$ cat src/rtl/alu_pkg.sv
// Shared opcode encoding and width for the ALU execute unit.
package alu_pkg;

  localparam int ALU_WIDTH = 8;

  typedef enum logic [3:0] {
    ADD  = 4'd0,
    SUB  = 4'd1,
    MUL  = 4'd2,
    DIV  = 4'd3,
    SHL  = 4'd4,
    SHR  = 4'd5,
    ROL  = 4'd6,
    ROR  = 4'd7,
    AND  = 4'd8,
    OR   = 4'd9,
    XOR  = 4'd10,
    NOR  = 4'd11,
    NAND = 4'd12,
    XNOR = 4'd13,
    GT   = 4'd14,
    EQ   = 4'd15
  } alu_op_e;

endpackage

$ cat src/rtl/alu_core.sv
// Combinational ALU datapath: (a, b, op) -> {carry, result}, unsigned arithmetic.
module alu_core
  import alu_pkg::*;
#(
  parameter int WIDTH = ALU_WIDTH
) (
  input  logic [WIDTH-1:0] a_i,
  input  logic [WIDTH-1:0] b_i,
  input  alu_op_e          op_i,
  output logic [WIDTH-1:0] result_o,
  output logic             carry_o
);

  logic [WIDTH:0]     sum;
  logic [2*WIDTH-1:0] prod;

  // Full-width sum and product so the carry/overflow bits fall out of a slice.
  assign sum  = {1'b0, a_i} + {1'b0, b_i};
  assign prod = {{WIDTH{1'b0}}, a_i} * {{WIDTH{1'b0}}, b_i};

  always_comb begin
    result_o = '0;
    carry_o  = 1'b0;
    case (op_i)
      ADD: begin
        result_o = sum[WIDTH-1:0];
        carry_o  = sum[WIDTH];
      end
      SUB: begin
        result_o = a_i - b_i;
        carry_o  = (a_i < b_i);
      end
      MUL: begin
        result_o = prod[WIDTH-1:0];
        carry_o  = |prod[2*WIDTH-1:WIDTH];
      end
      DIV: begin
        if (b_i == '0) begin
          result_o = '1;
          carry_o  = 1'b1;
        end else begin
          result_o = a_i / b_i;
        end
      end
      SHL: begin
        result_o = {a_i[WIDTH-2:0], 1'b0};
        carry_o  = a_i[WIDTH-1];
      end
      SHR: begin
        result_o = {1'b0, a_i[WIDTH-1:1]};
        carry_o  = a_i[0];
      end
      ROL: begin
        result_o = {a_i[WIDTH-2:0], a_i[WIDTH-1]};
        carry_o  = a_i[WIDTH-1];
      end
      ROR: begin
        result_o = {a_i[0], a_i[WIDTH-1:1]};
        carry_o  = a_i[0];
      end
      AND:  result_o = a_i & b_i;
      OR:   result_o = a_i | b_i;
      XOR:  result_o = a_i ^ b_i;
      NOR:  result_o = ~(a_i | b_i);
      NAND: result_o = ~(a_i & b_i);
      XNOR: result_o = ~(a_i ^ b_i);
      GT:   result_o = {{(WIDTH-1){1'b0}}, (a_i > b_i)};
      EQ:   result_o = {{(WIDTH-1){1'b0}}, (a_i == b_i)};
      default: begin
        result_o = '0;
        carry_o  = 1'b0;
      end
    endcase
  end

endmodule

$ cat src/rtl/alu.sv
// 16-function ALU with a single registered output stage (1-cycle latency, no enable).
module alu
  import alu_pkg::*;
#(
  parameter int WIDTH = ALU_WIDTH
) (
  input  logic             clk,
  input  logic             rst,
  input  logic [WIDTH-1:0] A,
  input  logic [WIDTH-1:0] B,
  input  logic [3:0]       ALU_Sel,
  output logic [WIDTH-1:0] ALU_Out,
  output logic             CarryOut
);

  logic [WIDTH-1:0] result_d;
  logic             carry_d;
  logic [WIDTH-1:0] result_q;
  logic             carry_q;

  alu_core #(
    .WIDTH(WIDTH)
  ) u_core (
    .a_i      (A),
    .b_i      (B),
    .op_i     (alu_op_e'(ALU_Sel)),
    .result_o (result_d),
    .carry_o  (carry_d)
  );

  // Reset wins over whatever operation is presented on the same edge.
  always_ff @(posedge clk) begin
    if (rst) begin
      result_q <= '0;
      carry_q  <= 1'b0;
    end else begin
      result_q <= result_d;
      carry_q  <= carry_d;
    end
  end

  assign ALU_Out  = result_q;
  assign CarryOut = carry_q;

endmodule

$ cat config.mk
export PLATFORM = sky130hd
export DESIGN_NAME = alu
export DESIGN_NICKNAME = d
export VERILOG_FILES = /design/src/rtl/alu_pkg.sv /design/src/rtl/alu_core.sv /design/src/rtl/alu.sv
export SDC_FILE = /design/constraint.sdc
export NUM_CORES = 1
export LEC_CHECK = 0
export ABC_AREA = 1
export CORE_MARGIN = 10
export CORE_UTILIZATION = 68
export CTS_CLUSTER_DIAMETER = 50
export DETAILED_ROUTE_END_ITERATION = 8
export HOLD_SLACK_MARGIN = 0.08
export PLACE_DENSITY = 0.95
export SYNTH_ARGS = -nofsm -noshare
export SYNTH_HDL_FRONTEND = slang
export SYNTH_HIERARCHICAL = 1
export SYNTH_SLANG_ARGS = --single-unit
$ cat constraint.sdc
create_clock -name clk -period 13.63 [get_ports clk]
set_input_delay 2.0445 -clock clk [delete_from_list [all_inputs] [get_ports clk]]
set_output_delay 2.0445 -clock clk [all_outputs]
set_load 0.005 [all_outputs]
== After elaboration in Yosys (flattened, before gate mapping) ==
Index checks and enable logic that the tools add are counted.
Operators by class
  div/mod/pow operators: 1
  multipliers: 1
  mux-type cells: 4
  bitwise logic cells: 6
  equality and inequality tests: 16
  reductions and logical operators: 5
  add/sub/neg operators: 2
  magnitude comparators: 2
Operators by type and width (number)
  one-hot mux 8 bit (16 select lines): 1
  equality test 4 bit (second input constant): 8
  NOT 8 bit: 3
  equality test 4 x 3 -> 1 bit (second input constant): 4
  multiplier 8 x 8 -> 16 bit: 1
  adder 8 x 8 -> 9 bit: 1
  AND 8 bit: 1
  divider 8 x 8 -> 8 bit: 1
  equality test 4 x 2 -> 1 bit (second input constant): 2
  equality test 8 bit: 1
  greater-than comparator 8 bit: 1
  zero test 8 bit: 1
  less-than comparator 8 bit: 1
  two-way mux 8 bit: 1
  OR 8 bit: 1
  OR reduction 8 bit: 1
  subtractor 8 bit: 1
  bitwise XOR 8 bit: 1
  one-hot mux 1 bit (6 select lines): 1
  equality test 4 x 1 -> 1 bit (second input constant): 1
  zero test 4 bit: 1
  OR reduction 2 bit: 2
  two-way mux 1 bit: 1
Storage, ports and cells
  bits in registers: 9
  logic and storage cells: 39

== Longest topological paths before layout ==
  depth after elaboration: 3
  mapped depth: 67
  gate-level depth less buffers: 66

== Cells and area by module ==
Netlist, hierarchy kept.
By module, submodules not included
  alu_core: area each 5519.0 µm², seq. area each 0.0 µm², times used 1, cells each 871
  alu: area each 259.0 µm², seq. area each 180.2 µm², times used 1, cells each 28

== Worst setup path before layout ==
Ideal clock, no wire load.
  path type: input to register
  start: input B[0]
  end: register result_q[0] (netlist: ALU_Out[0])
  data arrival time: 9961 ps
  buffers on the path: 0
  setup slack: 3605 ps
  cell stages on the path: 55
  setup time: 64 ps
  data required time: 13566 ps
  cell sequence: inv_1 > ha_1 > o21ai_0 > nor2_1 > o21ai_0 > inv_1 > ha_1 > or3_1 > nand2_1 > nand2_1 > and2_1 > ha_1 > or2_2 > nand4_1 > nand2_1 > ha_1 > a21oi_1 > o21ai_0 > [19 not listed] > and2_1 > ha_1 > inv_1 > nor4_1 > nand2_1 > nand3_2 > inv_2 > nand3_1 > nand2_1 > ha_1 > nand2_1 > nor2_1 > nand4_1 > o2111ai_1 > nand2_1 > a31oi_1 > inv_1 > nor2_1
Between the ends
  cells in the longest elaborated chain, start to end: 3
Ends and longest elaborated chain
  start, declared: RTL line alu.sv:10  | input logic [WIDTH-1:0] B,
  divider 8 x 8 -> 8 bit (tied with other cells): RTL line alu_core.sv:42  | result_o = a_i / b_i;
  two-way mux 8 bit (tied with other cells): RTL line alu_core.sv:38  | if (b_i == '0) begin
  one-hot mux 8 bit (16 select lines) *: RTL line alu_core.sv:24  | case (op_i)
  via result_d[0]: RTL line alu.sv:16  | logic [WIDTH-1:0] result_d;
  end signal, assigned: RTL line alu.sv:37  | result_q <= result_d;
  end, declared: RTL line alu.sv:18  | logic [WIDTH-1:0] result_q;
Mark *: on every way through the listed nets, which the timed path passes. The rest lies on a longest branch.
A chain may end at the register's enable or synchronous reset.

== Worst setup path in the final report ==
Same ends and word-level chain as after synthesis.

==> impl_metrics.json <==
{
  "synth_nets": 1058,
  "overflow": 0,
  "cp-end-kind": "register",
  "first_global_vias": 5822,
  "grtUsageMet2_pct": 43.7,
  "cts_resized": 0,
  "die-area_mm2": 0.0126,
  "crit_type": "in2reg",
  "fmax_ghz": 0.0836,
  "drtPass1Iterations": 5,
  "avgSynthCellArea_um2": 6.43,
  "crit_arrival_ns": 12.14,
  "yosys-top-cells-area": "ha_1 (21%), nand2_1 (14%), fa_1 (13%), inv_1 (12%), nand3_1 (4.1%)",
  "holdCritPathClass": "in2reg",
  "cts.path.max_buffers": 2,
  "yosys.area_share.xor_xnor_pct": 3.18,
  "p_leak_uw": 0.00363,
  "synth_edf_count": 0,
  "crit_fanout": 12,
  "clock_sinks": 9,
  "via_per_inst": 5.87,
  "pre_cts_slack_ns": 1.66,
  "wl_per_cell_um": 16.6,
  "htree_levels": 1,
  "crit_buf_inv": 9,
  "yosysWarnings": 6,
  "post-route-util_pct": 74.1,
  "synthSimpleGateAreaFrac_pct": 29.6,
  "async_flop_share_pct": 0,
  "startpoint_type": "input port",
  "final-setup-viol-count": 0,
  "vias": 5959,
  "synthToLayoutAreaGrowth_pct": 5.93,
  "rows": 33,
  "cpMostUsedCell": "nand2_1",
  "synth.largest_area_cell": "ha_1",
  "core_area_mm2": 0.00826,
  "synth_top_area_share_pct": 21.4,
  "syn_inst": 899,
  "antenna_left": 0,
  "setup_tns_ns": 0,
  "dp_hpwl_mm": 13.7,
  "final.setup.worst_slack_ns": 1.66,
  "whs_path_depth": 2,
  "ios": 31,
  "grt_max_degree": 14,
  "crit_family": "simple AND/OR/NAND/NOR gates",
  "dr.first_iter.drc_count": 596,
  "postCtsHoldBufs": 0,
  "finalWirelength_mm": 16.9,
  "met3_usage_pct": 3.41,
  "maxCapViolCount": 0,
  "synthMuxAreaShare_pct": 0,
  "synth_fa_ha_area_share_pct": 34.6,
  "synth-main-ff-cell": "dfxtp_1",
  "gr-max-usage-layer": "met2",
  "ctsRootBufferMaster": "clkbuf_8",
  "synth-compound-area-share_pct": 14.2,
  "cpMaxStageDelayCell": "clkdlybuf4s50_1",
  "worst_hold_path.endpoint": "ALU_Out[7]",
  "start_util_pct": 70.0,
  "postCtsSetupRepairBufs": 0,
  "grt_pass1_wl_mm": 28.1,
  "track_usage_pct": 26.0,
  "synthesis.area_mm2": 0.00578,
  "ys_types": 52,
  "outcome": "finished, final reports clean",
  "rsz0062_at_grt": "false",
  "hold_viol": 0,
  "clk_pin_slew_ns": 0.05,
  "synth_top_family_by_area": "adder cells",
  "tightest_slew_ns": 0.778,
  "tritoncts": "done",
  "worstPathRequired_ns": 13.80,
  "grt_antenna_before_repair": 0,
  "chipWidth_um": 112,
  "ys_ff_latch": 9,
  "final_nets": 1070,
  "diodes": 0,
  "dieHeight_um": 112,
  "routabilityCongestion": 1.01,
  "ir_drop_uv": 68.1,
  "min_period_ns": 11.97,
  "fin_crit_sh_pct": 87.8,
  "slowest_delay_ns": 0.81,
  "port_buffers": 30,
  "min_from": "rst",
  "slew_viol_final": 0,
  "drive_gt1_share_pct": 5.38,
  "use_met1_pct": 33.3,
  "power_density_mw_per_mm2": 78.6,
  "cts-buffers-inserted": 3,
  "remaining_drc_errors": 0,
  "relSlewSlack_pct": 48.0,
  "synth-seq-area-share_pct": 3.12
}
metrics by stage:
stage / cell area, um2 / std cells / power, uW / hold WS, ns
after floorplan: 5780 / 899 / 349 / 2.23
after global placement: 6080 / 1011 / 428 / 2.75
after detailed placement: 6080 / 1011 / 440 / 2.76
after CTS: 6120 / 1015 / 475 / 2.58
after global routing: 6120 / 1015 / 543 / 2.65
final: 6120 / 1015 / 481 / 2.57
flip-flops by register name, indices dropped and copies added, names as in the netlist:
register	count
CarryOut	1
ALU_Out	8
cells in the final DEF, fill, tap and decap left out, drive strengths merged, types with 7 or more instances in the layout:
master / netlist / layout
nor3: 15 / 15
clkdlybuf4s50: 0 / 30
fa: 38 / 38
nand3: 56 / 56
xor2: 16 / 16
dfxtp: 9 / 9
o21ai: 48 / 48
inv: 198 / 198
ha: 99 / 99
nor2: 54 / 54
o22ai: 14 / 14
nand4: 14 / 14
nand2: 218 / 218
a21oi: 40 / 40
and2: 7 / 7
cell families (layout without fill, tap and decap cells):
family / count (synthesis) / in the layout
simple gates: 374 / 374
buf+inv: 221 / 232
fa+ha+maj: 137 / 137
compound gates: 137 / 137
xor+xnor: 21 / 21
flops: 9 / 9
final cells by class:
cell class	count	area, um2
inverter	198	748
sequential	9	180
fill	687	2140
multi-input combinational	669	4720
tap	105	131
clock buffer	4	45.0
timing repair buffer	30	300
power by group:
part / leakage (uW) / internal, uW / total (uW) / switching [uW]
clock network: 0.0000228 / 20.5 / 31.9 / 11.5
registers: 0.0000745 / 29.2 / 30.1 / 0.829
logic: 0.00353 / 160 / 419 / 259
routing by layer:
metal / vias to the layer above / wire [um]
li1: 2892 / -
met1: 2701 / 7020
met2: 313 / 7730
met3: 53 / 1560
met4: 0 / 565
met5: - / 0
Yosys cell counts (3+ instances only):
cell type / n
and2_1: 7
or2_2: 5
buf_2: 4
inv_1: 187
o21ai_2: 6
clkbuf_1: 11
nand3_2: 9
a21o_1: 4
buf_4: 3
nor3_1: 13
nand4_1: 14
nand3_1: 47
buf_6: 4
inv_2: 9
nor2_1: 47
fa_1: 38
o21bai_1: 5
a21oi_1: 40
o21ai_0: 33
o211ai_1: 5
a2111oi_0: 3
nand2_2: 4
o21ai_1: 9
nor2_4: 4
ha_1: 99
a31oi_1: 3
nand2_1: 212
xor2_1: 16
o22ai_1: 14
xnor2_1: 5
dfxtp_1: 9
worst max-delay path by stage:
stage / slack (ns) / depth (start not counted) / to / startpoint
after detailed placement: 1.66 / 59 / ALU_Out[0] / B[0]
after global placement: 2.02 / 59 / ALU_Out[0] / B[0]
final: 1.66 / 58 / ALU_Out[0] / B[0]
after floorplan: 3.60 / 55 / ALU_Out[0] / B[0]
after CTS: 1.88 / 59 / ALU_Out[0] / B[0]
after global routing: 0.54 / 61 / ALU_Out[0] / B[0]
(Power assumes the default switching activity.)
